--- src/rtl/seg_pkg.sv ---
// Shared constants for the seven-segment scan controller: segment patterns,
// scan FSM state encoding and default timing.
package seg_pkg;

  // Segment patterns are ordered {a,b,c,d,e,f,g}, active-high.
  localparam logic [6:0] SEG_OFF = 7'b0000000;
  localparam logic [6:0] SEG_0   = 7'b1111110;
  localparam logic [6:0] SEG_1   = 7'b0110000;
  localparam logic [6:0] SEG_2   = 7'b1101101;
  localparam logic [6:0] SEG_3   = 7'b1111001;
  localparam logic [6:0] SEG_4   = 7'b0110011;
  localparam logic [6:0] SEG_5   = 7'b1011011;
  localparam logic [6:0] SEG_6   = 7'b1011111;
  localparam logic [6:0] SEG_7   = 7'b1110000;
  localparam logic [6:0] SEG_8   = 7'b1111111;
  localparam logic [6:0] SEG_9   = 7'b1111011;

  localparam int DEF_DWELL     = 50000;
  localparam int DEF_BLANK_CYC = 500;

  typedef enum logic {
    ST_BLANK = 1'b0,
    ST_SHOW  = 1'b1
  } state_t;

endpackage

--- src/rtl/dec7seg_4bits.sv ---
// Shared 4-bit to seven-segment decoder; nibbles above 9 leave the digit dark.
module dec7seg_4bits
  import seg_pkg::*;
(
  input  logic [3:0] bin,
  output logic [6:0] seg
);

  always_comb begin
    seg = SEG_OFF;
    case (bin)
      4'd0:    seg = SEG_0;
      4'd1:    seg = SEG_1;
      4'd2:    seg = SEG_2;
      4'd3:    seg = SEG_3;
      4'd4:    seg = SEG_4;
      4'd5:    seg = SEG_5;
      4'd6:    seg = SEG_6;
      4'd7:    seg = SEG_7;
      4'd8:    seg = SEG_8;
      4'd9:    seg = SEG_9;
      default: seg = SEG_OFF;
    endcase
  end

endmodule

--- src/rtl/seg_scan_ctrl.sv ---
// Multiplexed common-anode display scanner with frame-synchronous value update.
// Optional leading-zero suppression: define SEG_LEADING_ZERO_BLANK_EN.
module seg_scan_ctrl
  import seg_pkg::*;
#(
  parameter int N_DIGITS  = 4,
  parameter int DWELL     = DEF_DWELL,
  parameter int BLANK_CYC = DEF_BLANK_CYC
) (
  input  logic                  clk,
  input  logic                  rst_n,
  input  logic                  load,
  input  logic [4*N_DIGITS-1:0] value,
  output logic                  ready,
  output logic [6:0]            seg,
  output logic [N_DIGITS-1:0]   an
);

  localparam int CNT_MAX = (DWELL > BLANK_CYC) ? DWELL : BLANK_CYC;
  localparam int CNT_W   = (CNT_MAX > 1) ? $clog2(CNT_MAX) : 1;
  localparam int IDX_W   = (N_DIGITS > 1) ? $clog2(N_DIGITS) : 1;

  state_t                state_reg;
  logic [CNT_W-1:0]      cnt_reg;
  logic [IDX_W-1:0]      idx_reg;
  logic [4*N_DIGITS-1:0] disp_val_reg;
  logic [4*N_DIGITS-1:0] pend_val_reg;
  logic                  pend_flag_reg;
  logic [6:0]            seg_reg;
  logic [N_DIGITS-1:0]   an_reg;

  logic                  blank_last;
  logic                  show_last;
  logic                  idx_wrap;
  logic [IDX_W-1:0]      idx_next;
  logic                  frame_commit;
  logic [4*N_DIGITS-1:0] disp_val_next;
  logic [3:0]            dec_nib;
  logic [6:0]            dec_seg;
  logic [N_DIGITS-1:0]   an_show;

  assign blank_last    = (cnt_reg == CNT_W'(BLANK_CYC - 1));
  assign show_last     = (cnt_reg == CNT_W'(DWELL - 1));
  assign idx_wrap      = (idx_reg == IDX_W'(N_DIGITS - 1));
  assign idx_next      = idx_wrap ? '0 : idx_reg + IDX_W'(1);
  assign frame_commit  = (state_reg == ST_SHOW) && show_last && idx_wrap && pend_flag_reg;
  assign disp_val_next = frame_commit ? pend_val_reg : disp_val_reg;

  // On the SHOW->BLANK edge the decoder already looks at the upcoming digit,
  // so seg settles the moment the anodes go dark.
  assign dec_nib = ((state_reg == ST_SHOW) && show_last)
                   ? disp_val_next[{idx_next, 2'b00} +: 4]
                   : disp_val_reg[{idx_reg, 2'b00} +: 4];

  dec7seg_4bits u_dec (
    .bin (dec_nib),
    .seg (dec_seg)
  );

  for (genvar gi = 0; gi < N_DIGITS; gi++) begin : g_an
    logic lit;
    if (gi == 0) begin : g_first
      assign lit = 1'b1;
    end else begin : g_rest
`ifdef SEG_LEADING_ZERO_BLANK_EN
      // Dark when this nibble and every more significant nibble is zero.
      assign lit = |disp_val_reg[4*N_DIGITS-1:4*gi];
`else
      assign lit = 1'b1;
`endif
    end
    assign an_show[gi] = ~((idx_reg == IDX_W'(gi)) & lit);
  end

  always_ff @(posedge clk or negedge rst_n) begin
    if (!rst_n) begin
      state_reg     <= ST_BLANK;
      cnt_reg       <= '0;
      idx_reg       <= '0;
      disp_val_reg  <= '0;
      pend_val_reg  <= '0;
      pend_flag_reg <= 1'b0;
      seg_reg       <= SEG_OFF;
      an_reg        <= '1;
    end else begin
      // A commit only happens while pend_flag is set, i.e. while no load can be
      // accepted, so the two updates below never collide.
      if (load && !pend_flag_reg) begin
        pend_val_reg  <= value;
        pend_flag_reg <= 1'b1;
      end
      case (state_reg)
        ST_BLANK: begin
          seg_reg <= dec_seg;
          if (blank_last) begin
            state_reg <= ST_SHOW;
            cnt_reg   <= '0;
            an_reg    <= an_show;
          end else begin
            cnt_reg <= cnt_reg + CNT_W'(1);
          end
        end
        ST_SHOW: begin
          if (show_last) begin
            state_reg <= ST_BLANK;
            cnt_reg   <= '0;
            idx_reg   <= idx_next;
            an_reg    <= '1;
            seg_reg   <= dec_seg;
            if (frame_commit) begin
              disp_val_reg  <= pend_val_reg;
              pend_flag_reg <= 1'b0;
            end
          end else begin
            cnt_reg <= cnt_reg + CNT_W'(1);
          end
        end
        default: begin
          state_reg <= ST_BLANK;
          cnt_reg   <= '0;
          an_reg    <= '1;
        end
      endcase
    end
  end

  assign ready = !pend_flag_reg;
  assign seg   = seg_reg;
  assign an    = an_reg;

endmodule
--- config.mk ---
export PLATFORM = sky130hd
export DESIGN_NAME = seg_scan_ctrl
export DESIGN_NICKNAME = d
export VERILOG_FILES = /design/src/rtl/seg_pkg.sv /design/src/rtl/dec7seg_4bits.sv /design/src/rtl/seg_scan_ctrl.sv
export SDC_FILE = /design/constraint.sdc
export NUM_CORES = 1
export LEC_CHECK = 0
export CAP_MARGIN = 5
export CORE_MARGIN = 2
export CORE_UTILIZATION = 59
export CTS_BUF_LIST = sky130_fd_sc_hd__clkbuf_4 sky130_fd_sc_hd__clkbuf_8
export DETAILED_ROUTE_END_ITERATION = 16
export PLACE_DENSITY_LB_ADDON = 0.3
export SETUP_SLACK_MARGIN = 0.15
export SYNTH_ARGS = -nofsm -noshare
export SYNTH_HDL_FRONTEND = slang
export SYNTH_SLANG_ARGS = --single-unit
--- constraint.sdc ---
create_clock -name clk -period 4.1 [get_ports clk]
set_clock_uncertainty 0.2 [all_clocks]
set_input_delay 0.41 -clock clk [delete_from_list [all_inputs] [get_ports clk]]
set_output_delay 0.41 -clock clk [all_outputs]
set_load 0.01 [all_outputs]
==> results of run 1 <==
## how the worst max path moves through the flow
stage | end | start | slack, ns | cells after the start
final | seg[0] | cnt_reg[10] | 0.46 | 11
after global routing | seg[0] | cnt_reg[10] | 0.19 | 11
after CTS | seg[0] | cnt_reg[10] | 0.40 | 11
after detailed placement | seg[0] | cnt_reg[10] | 0.43 | 11
after global placement | seg[0] | cnt_reg[10] | 0.54 | 11
after floorplan | seg[0] | cnt_reg[10] | 0.59 | 12
## cell usage in the layout (no fill, tap or decap), types with 4 or more instances in the layout
cell | netlist | layout
a21oi_1 | 5 | 5
a311oi_1 | 4 | 4
a31oi_1 | 10 | 10
and3_1 | 9 | 9
buf_4 | 0 | 6
clkbuf_8 | 0 | 9
clkdlybuf4s50_1 | 0 | 29
dfrtp_1 | 59 | 59
dfstp_2 | 4 | 4
ha_1 | 11 | 11
inv_1 | 7 | 7
mux2_2 | 26 | 26
mux4_2 | 4 | 4
nand2_1 | 21 | 21
nand3_1 | 8 | 8
nor2_1 | 31 | 31
nor2b_1 | 4 | 4
o21ai_0 | 11 | 11
xnor2_1 | 6 | 6
xor2_1 | 8 | 8
## layout make-up
type / instances / area [um^2]
Inverter: 7 / 26.3
Clock buffer: 9 / 124
Clock inverter: 7 / 121
Sequential cell: 63 / 1580
Multi-Input combinational cell: 207 / 1510
Fill cell: 376 / 1340
Tap cell: 70 / 87.6
Timing Repair Buffer: 37 / 350
## critical path, cell delays in order (launching register included)
cell      delay [ns]
dfrtp_1         0.42
or4_1           0.66
or3_1           0.50
o21ai_0         0.27
a311oi_1        0.16
nor3_2          0.23
or2_2           0.18
inv_1           0.08
ha_1            0.19
nand2_1         0.07
or4b_1          0.43
a31oi_1         0.17
## stage by stage
step / util [%] / std cells / cell area, um^2 / hold WS (ns)
floorplan: - / 290 / 3160 / -0.0856
global placement: 68.8 / 383 / 3540 / 0.260
detailed placement: 68.8 / 383 / 3540 / 0.266
CTS: 73.8 / 400 / 3790 / 0.280
global route: 74.0 / 400 / 3800 / 0.299
finish: 74.0 / 400 / 3800 / 0.283
## routing by layer
| metal | global-route usage (%) | up-vias | part of all wire (%) |
|---|---|---|---|
| met2 | 38.4 | 95 | 47 |
| met5 | 0 | - | 0 |
| li1 | - | 1116 | - |
| met1 | 33.6 | 1148 | 45 |
| met3 | 5.29 | 14 | 5.5 |
| met4 | 13.2 | 0 | 2.0 |
## kinds of logic after synthesis
kind of cell             Yosys count
AND/OR/NAND/NOR                  101
flip-flops                        63
AO/OA/AOI/OAI                     51
multiplexers                      30
buffers and inverters             20
XOR/XNOR                          14
adder cells (fa/ha/maj)           11
## where the power goes
group          switching [uW]  leakage, uW  internal (uW)
logic                    18.1     0.000779           28.9
registers                12.8     0.000789            640
clock network             254     0.000112            404
total                     285      0.00168           1070
## cell usage after synthesis, types with 2 or more instances
cell	instances	area, um^2
nand4b_1	2	17.5
nand4_1	2	12.5
o21ai_2	2	17.5
a311oi_1	4	35.0
xnor2_1	6	52.6
a31oi_1	10	62.6
dfrtp_1	59	1480
nor2b_1	4	25.0
clkbuf_1	8	30.0
xor2_1	8	70.1
or4_1	2	15.0
o211ai_1	2	15.0
nand2b_1	2	12.5
ha_1	11	138
or2_2	2	12.5
mux4_2	4	90.1
nor4_1	4	25.0
buf_2	3	15.0
a32oi_1	2	17.5
nand2_1	21	78.8
and3_1	9	56.3
and2_1	2	12.5
a21oi_1	5	25.0
dfstp_2	4	105
o31ai_1	3	22.5
or3_1	2	12.5
nor2_1	31	116
mux2_2	26	293
o21ai_1	3	15.0
inv_1	7	26.3
o221ai_1	2	17.5
buf_1	2	7.51
nand3_1	8	40.0
nor3_1	5	25.0
o21ai_0	11	55.1
## what timing repair did
| action | 4_1_cts | 5_1_grt |
|---|---|---|
| hold buffers | 1 | 0 |
| hold endpoints to repair | 28 | 0 |
| gates resized for setup | 0 | 2 |
| setup endpoints to repair | 0 | 2 |
==> metrics.md, run 1 <==
| Metric | Value |
|---|---|
| Status | `finished, final reports clean` |
| Leakage | `0.00168 uW` |
| H-tree levels | `3` |
| RSZ-0062 raised after global routing | `false` |
| Syn nets | `320` |
| Core Area | `5140 um^2` |
| CP arrival | `3.70 ns` |
| Syn. warnings | `0` |
| First drt pass iteration count | `4` |
| Largest family of logic cells by synthesized area | `simple AND/OR/NAND/NOR gates` |
| CP startpoint kind | `register` |
| Syn Inst Count | `290` |
| # Max-Cap Violations | `0` |
| Period Utilization, post-route | `88.7%` |
| Root Driver | `clkbuf_8` |
| Die Width | `77.1 um` |
| Synth Cell Area | `3160 um^2` |
| CP max FO | `7` |
| Routed vias | `2,373` |
| Final setup TNS | `0 ns` |
| Critical Path RT | `4.17 ns` |
| CTS max path bufs | `2` |
| Die height | `77.1 um` |
| CTS sink count | `63` |
| Routed Antenna Nets | `0` |
| GR Overflow Total | `0` |
| Final hold vios | `0` |
| CTS tree | `done` |
| Number of flops mapped to enable cells by yosys | `0` |
| Slew Viols, Final | `0` |
| Final setup margin | `0.462 ns` |
| Setup WS pre-CTS | `0.434 ns` |
| Vias in the first global route | `2,431` |
| DP HPWL | `4.60 mm` |
| Top FF cell, synth | `dfrtp_1` |
| Reg2reg start | `cnt_reg[10]` |
| Global-route wire length before repair | `11.7 mm` |
| Hold Path Stages | `1` |
| Post-CTS setup buffers | `0` |
| Nets | `355` |
| R2r endpoint | `seg[0]` |
| Antenna violations before repair | `0` |
| # IOs | `31` |
| Clk slew on worst S/H paths | `0.07 ns` |
| Rel. slew slack | `45.9%` |
| Min cycle time layout | `3.64 ns` |
| Setup Viol. Count Final | `0` |
| Synth Area in Adders | `4.36%` |
| Global Route Usage Sum | `25.1%` |
| Initial Util | `61.4%` |
| IO Port Bufs | `30` |
| Synth Register Bits | `63` |
| Die area | `5950 um^2` |
| Total power | `1360 uW` |
| Placer Congestion | `0.871` |
| R2r setup slk | `0.46 ns` |
| Layout cells sized above 1 | `20.0%` |
| Hold EP | `cnt_reg[12]` |
| Post-Route WL | `6.73 mm` |
| PwrDens | `357 nW/um^2` |
| Via/cell ratio | `5.93` |
| Fmax achieved | `275 MHz` |
| Clk_lat worst skew | `0.34 ns` |
| VDD IR max | `0.301 mV` |
| Post-synthesis mux area share | `12.1%` |
| Synth cell types | `47` |
| DRT iter0 DRCs | `205` |
| Ant. Diodes | `0` |
| Hold wc startpoint | `cnt_reg[12]` |
| Compound-Gate Fraction of Synth Area | `10.9%` |
| Crit Path Class | `reg -> reg` |
| Area Growth Syn to Fin | `20.5%` |
| Largest net degree at the start of global routing | `36` |
| Worst Tran Pin Value | `0.811 ns` |
| Post-synthesis simple-gate area fraction | `16.1%` |
| Sequential area share after synthesis | `50.1%` |
| FFs w/ async S/R, synth | `100%` |
| Element type at the critical path end | `register` |
| Site Rows | `26` |
| Worst Reg-to-Reg Cells | `11` |
| TritonCTS buffer count | `9` |
| Xor and xnor area share after synthesis | `3.89%` |
| Wirelength per Cell | `16.8 um` |
| Post-route DRC | `0` |
| Worst Hold Class | `reg -> reg` |
| Syn_area_per_cell | `10.9 um^2` |
No activity file was read; power rests on OpenSTA's default activity.
==> inputs of run 2 (changes only) <==
PLACE_DENSITY = 0.94   (was default)
PLACE_DENSITY_LB_ADDON = default   (was 0.3)
==> run 2 against run 1 <==
Critical endpoint is now seg[2]. Final cell count decreased by 0.50%. Critical path type unchanged. Total power fell by 0.18%. Non-clock buffer count down 2. Critical path depth is the same.
==> metrics.md, run 2 (synthesis results as in run 1) <==
| Metric | Value |
|---|---|
| Post-CTS setup buffers | `0 (unchanged)` |
| Vias in the first global route | `2,477 (+1.9%)` |
| Post-layout util | `73.7% (-0.29 points)` |
| Site Rows | `26 (unchanged)` |
| Ant. Diodes | `0 (unchanged)` |
| Period Utilization, post-route | `90.0% (+1.2 points)` |
| GR Overflow Total | `0 (unchanged)` |
| Critical Path RT | `4.12 ns (-0.05 ns)` |
| Nets | `353 (-0.56%)` |
| Wirelength per Cell | `17.2 um (+2.0%)` |
| Post-cts sizing count | `0 (unchanged)` |
| Reg power frac | `48.1% (about the same)` |
| Routed Antenna Nets | `0 (unchanged)` |
| Element type at the critical path end | `register` |
| Final hold vios | `0 (unchanged)` |
| Leakage | `0.00168 uW (about the same)` |
| VDD IR max | `0.280 mV (-7.1%)` |
| Via/cell ratio | `6.25 (+5.4%)` |
| CP max FO | `8 (+1)` |
| CTS tree | `done` |
| Die Width | `77.1 um (unchanged)` |
| Largest net degree at the start of global routing | `64 (+78%)` |
| Die area | `5950 um^2 (unchanged)` |
| DP HPWL | `4.66 mm (+1.3%)` |
| Commonest non-fill, non-tap cells in the layout | `dfrtp_1, nor2_1, clkdlybuf4s50_1` |
| Initial Util | `61.4% (unchanged)` |
| # IOs | `31 (unchanged)` |
| Crit Path Class | `reg -> reg` |
| Status | `finished, final reports clean` |
| Cell-internal power | `1070 uW (about the same)` |
| Worst Hold Class | `in -> async` |
| Global-route wire length before repair | `11.7 mm (+0.12%)` |
| Hold buffers post-CTS | `0 (-1)` |
| Fmax achieved | `271 MHz (-1.4%)` |
| Area Growth Syn to Fin | `20.0%` |
| Antenna violations before repair | `0 (unchanged)` |
| CP arrival | `3.71 ns (about the same)` |
| Commonest non-fill, non-tap cell in the layout | `dfrtp_1` |
| RSZ-0062 raised after global routing | `false` |
| Core Area | `5140 um^2 (unchanged)` |
| Switching Share | `20.8% (-0.19 points)` |
| Layout cells sized above 1 | `20.4% (+0.43 points)` |
| Die height | `77.1 um (unchanged)` |
| DRT iter0 DRCs | `217 (+5.9%)` |
| Global Route Usage Sum | `25.3% (+0.23 points)` |
| Post-Route WL | `6.84 mm (+1.5%)` |
| Final setup TNS | `0 ns (unchanged)` |
| R2r setup slk | `0.41 ns (-0.05 ns)` |
| IO Port Bufs | `30 (unchanged)` |
| CTS sink count | `63 (unchanged)` |
| PwrDens | `358 nW/um^2 (+0.21%)` |
| First drt pass iteration count | `5 (+1)` |
| TritonCTS buffer count | `9 (unchanged)` |
| Placer Congestion | `0.914 (+4.9%)` |
| Total power | `1360 uW (-0.18%)` |
| Slew Viols, Final | `0 (unchanged)` |
| Routed vias | `2,489 (+4.9%)` |
| # Max-Cap Violations | `0 (unchanged)` |
| Post-route DRC | `0 (unchanged)` |
| Root Driver | `clkbuf_8` |
| Clk_lat worst skew | `0.35 ns (about the same)` |
| H-tree levels | `3 (unchanged)` |
| Clock power frac | `48.5% (about the same)` |
| Combinational Power Share | `3.4% (about the same)` |
| Switch Pwr | `281 uW (-1.1%)` |
| Rel. slew slack | `48.2% (+2.3 points)` |
| Worst Tran Pin Value | `0.777 ns (-0.0343 ns)` |
| Setup Viol. Count Final | `0 (unchanged)` |
| CP startpoint kind | `register` |
| Min cycle time layout | `3.69 ns (+0.0505 ns)` |
| CTS max path bufs | `2 (unchanged)` |
| Clk slew on worst S/H paths | `0.07 ns (about the same)` |
## run 2: worst max-delay path: stages (launching register included)
cell and delay, ns:
dfrtp_1 0.42, or4_1 0.65, nor3_2 0.45, nand3_1 0.20
a311oi_1 0.42, nor3_2 0.11, or2_2 0.34, ha_1 0.23
nor2_1 0.16, a31oi_1 0.14, o221ai_1 0.14, a21oi_1 0.10
## run 2: layout make-up
type	count	area, um^2
tap	70	87.6
timing repair buffer	35	333
inverter	7	26.3
multi-input combinational	207	1510
clock buffer	9	124
sequential	63	1580
fill	364	1350
clock inverter	7	121
## run 2: path summary, 6_finish.rpt
kind	cells after the start	to	startpoint
max	11	seg[2]	cnt_reg[10]
min	2	pend_val_reg[14]	rst_n
max reg2reg	11	seg[2]	cnt_reg[10]
min reg2reg	2	seg[5]	seg[5]
max in group asynchronous	2	idx_reg[0]	rst_n
min in group clk	2	seg[5]	seg[5]
## run 2: routing by layer
metal	vias up	part of all wire, %	global-route usage, %
li1	1116	-	-
met1	1204	42	32.3
met2	140	49	39.8
met3	29	6.9	7.53
met4	0	2.6	11.8
met5	-	0	0
## run 2: power by group through the flow
stage / sequential (uW) / clock [uW] / combinational (uW)
2_1_floorplan: 658 / 0 / 16.2
4_1_cts: 652 / 665 / 48.0
3_5_place_dp: 663 / 0 / 47.7
6_report: 652 / 657 / 46.4
3_3_place_gp: 661 / 0 / 45.2
5_1_grt: 654 / 695 / 52.5
## run 2: metrics by stage
step,cells,worst slack (ns),hold WS [ns],instance area [um^2]
floorplan,290,0.588,-0.0856,3160
global placement,382,0.564,0.269,3530
detailed placement,382,0.396,0.280,3530
CTS,398,0.303,0.0426,3770
global route,398,0.200,0.0914,3790
finish,398,0.411,0.0128,3790
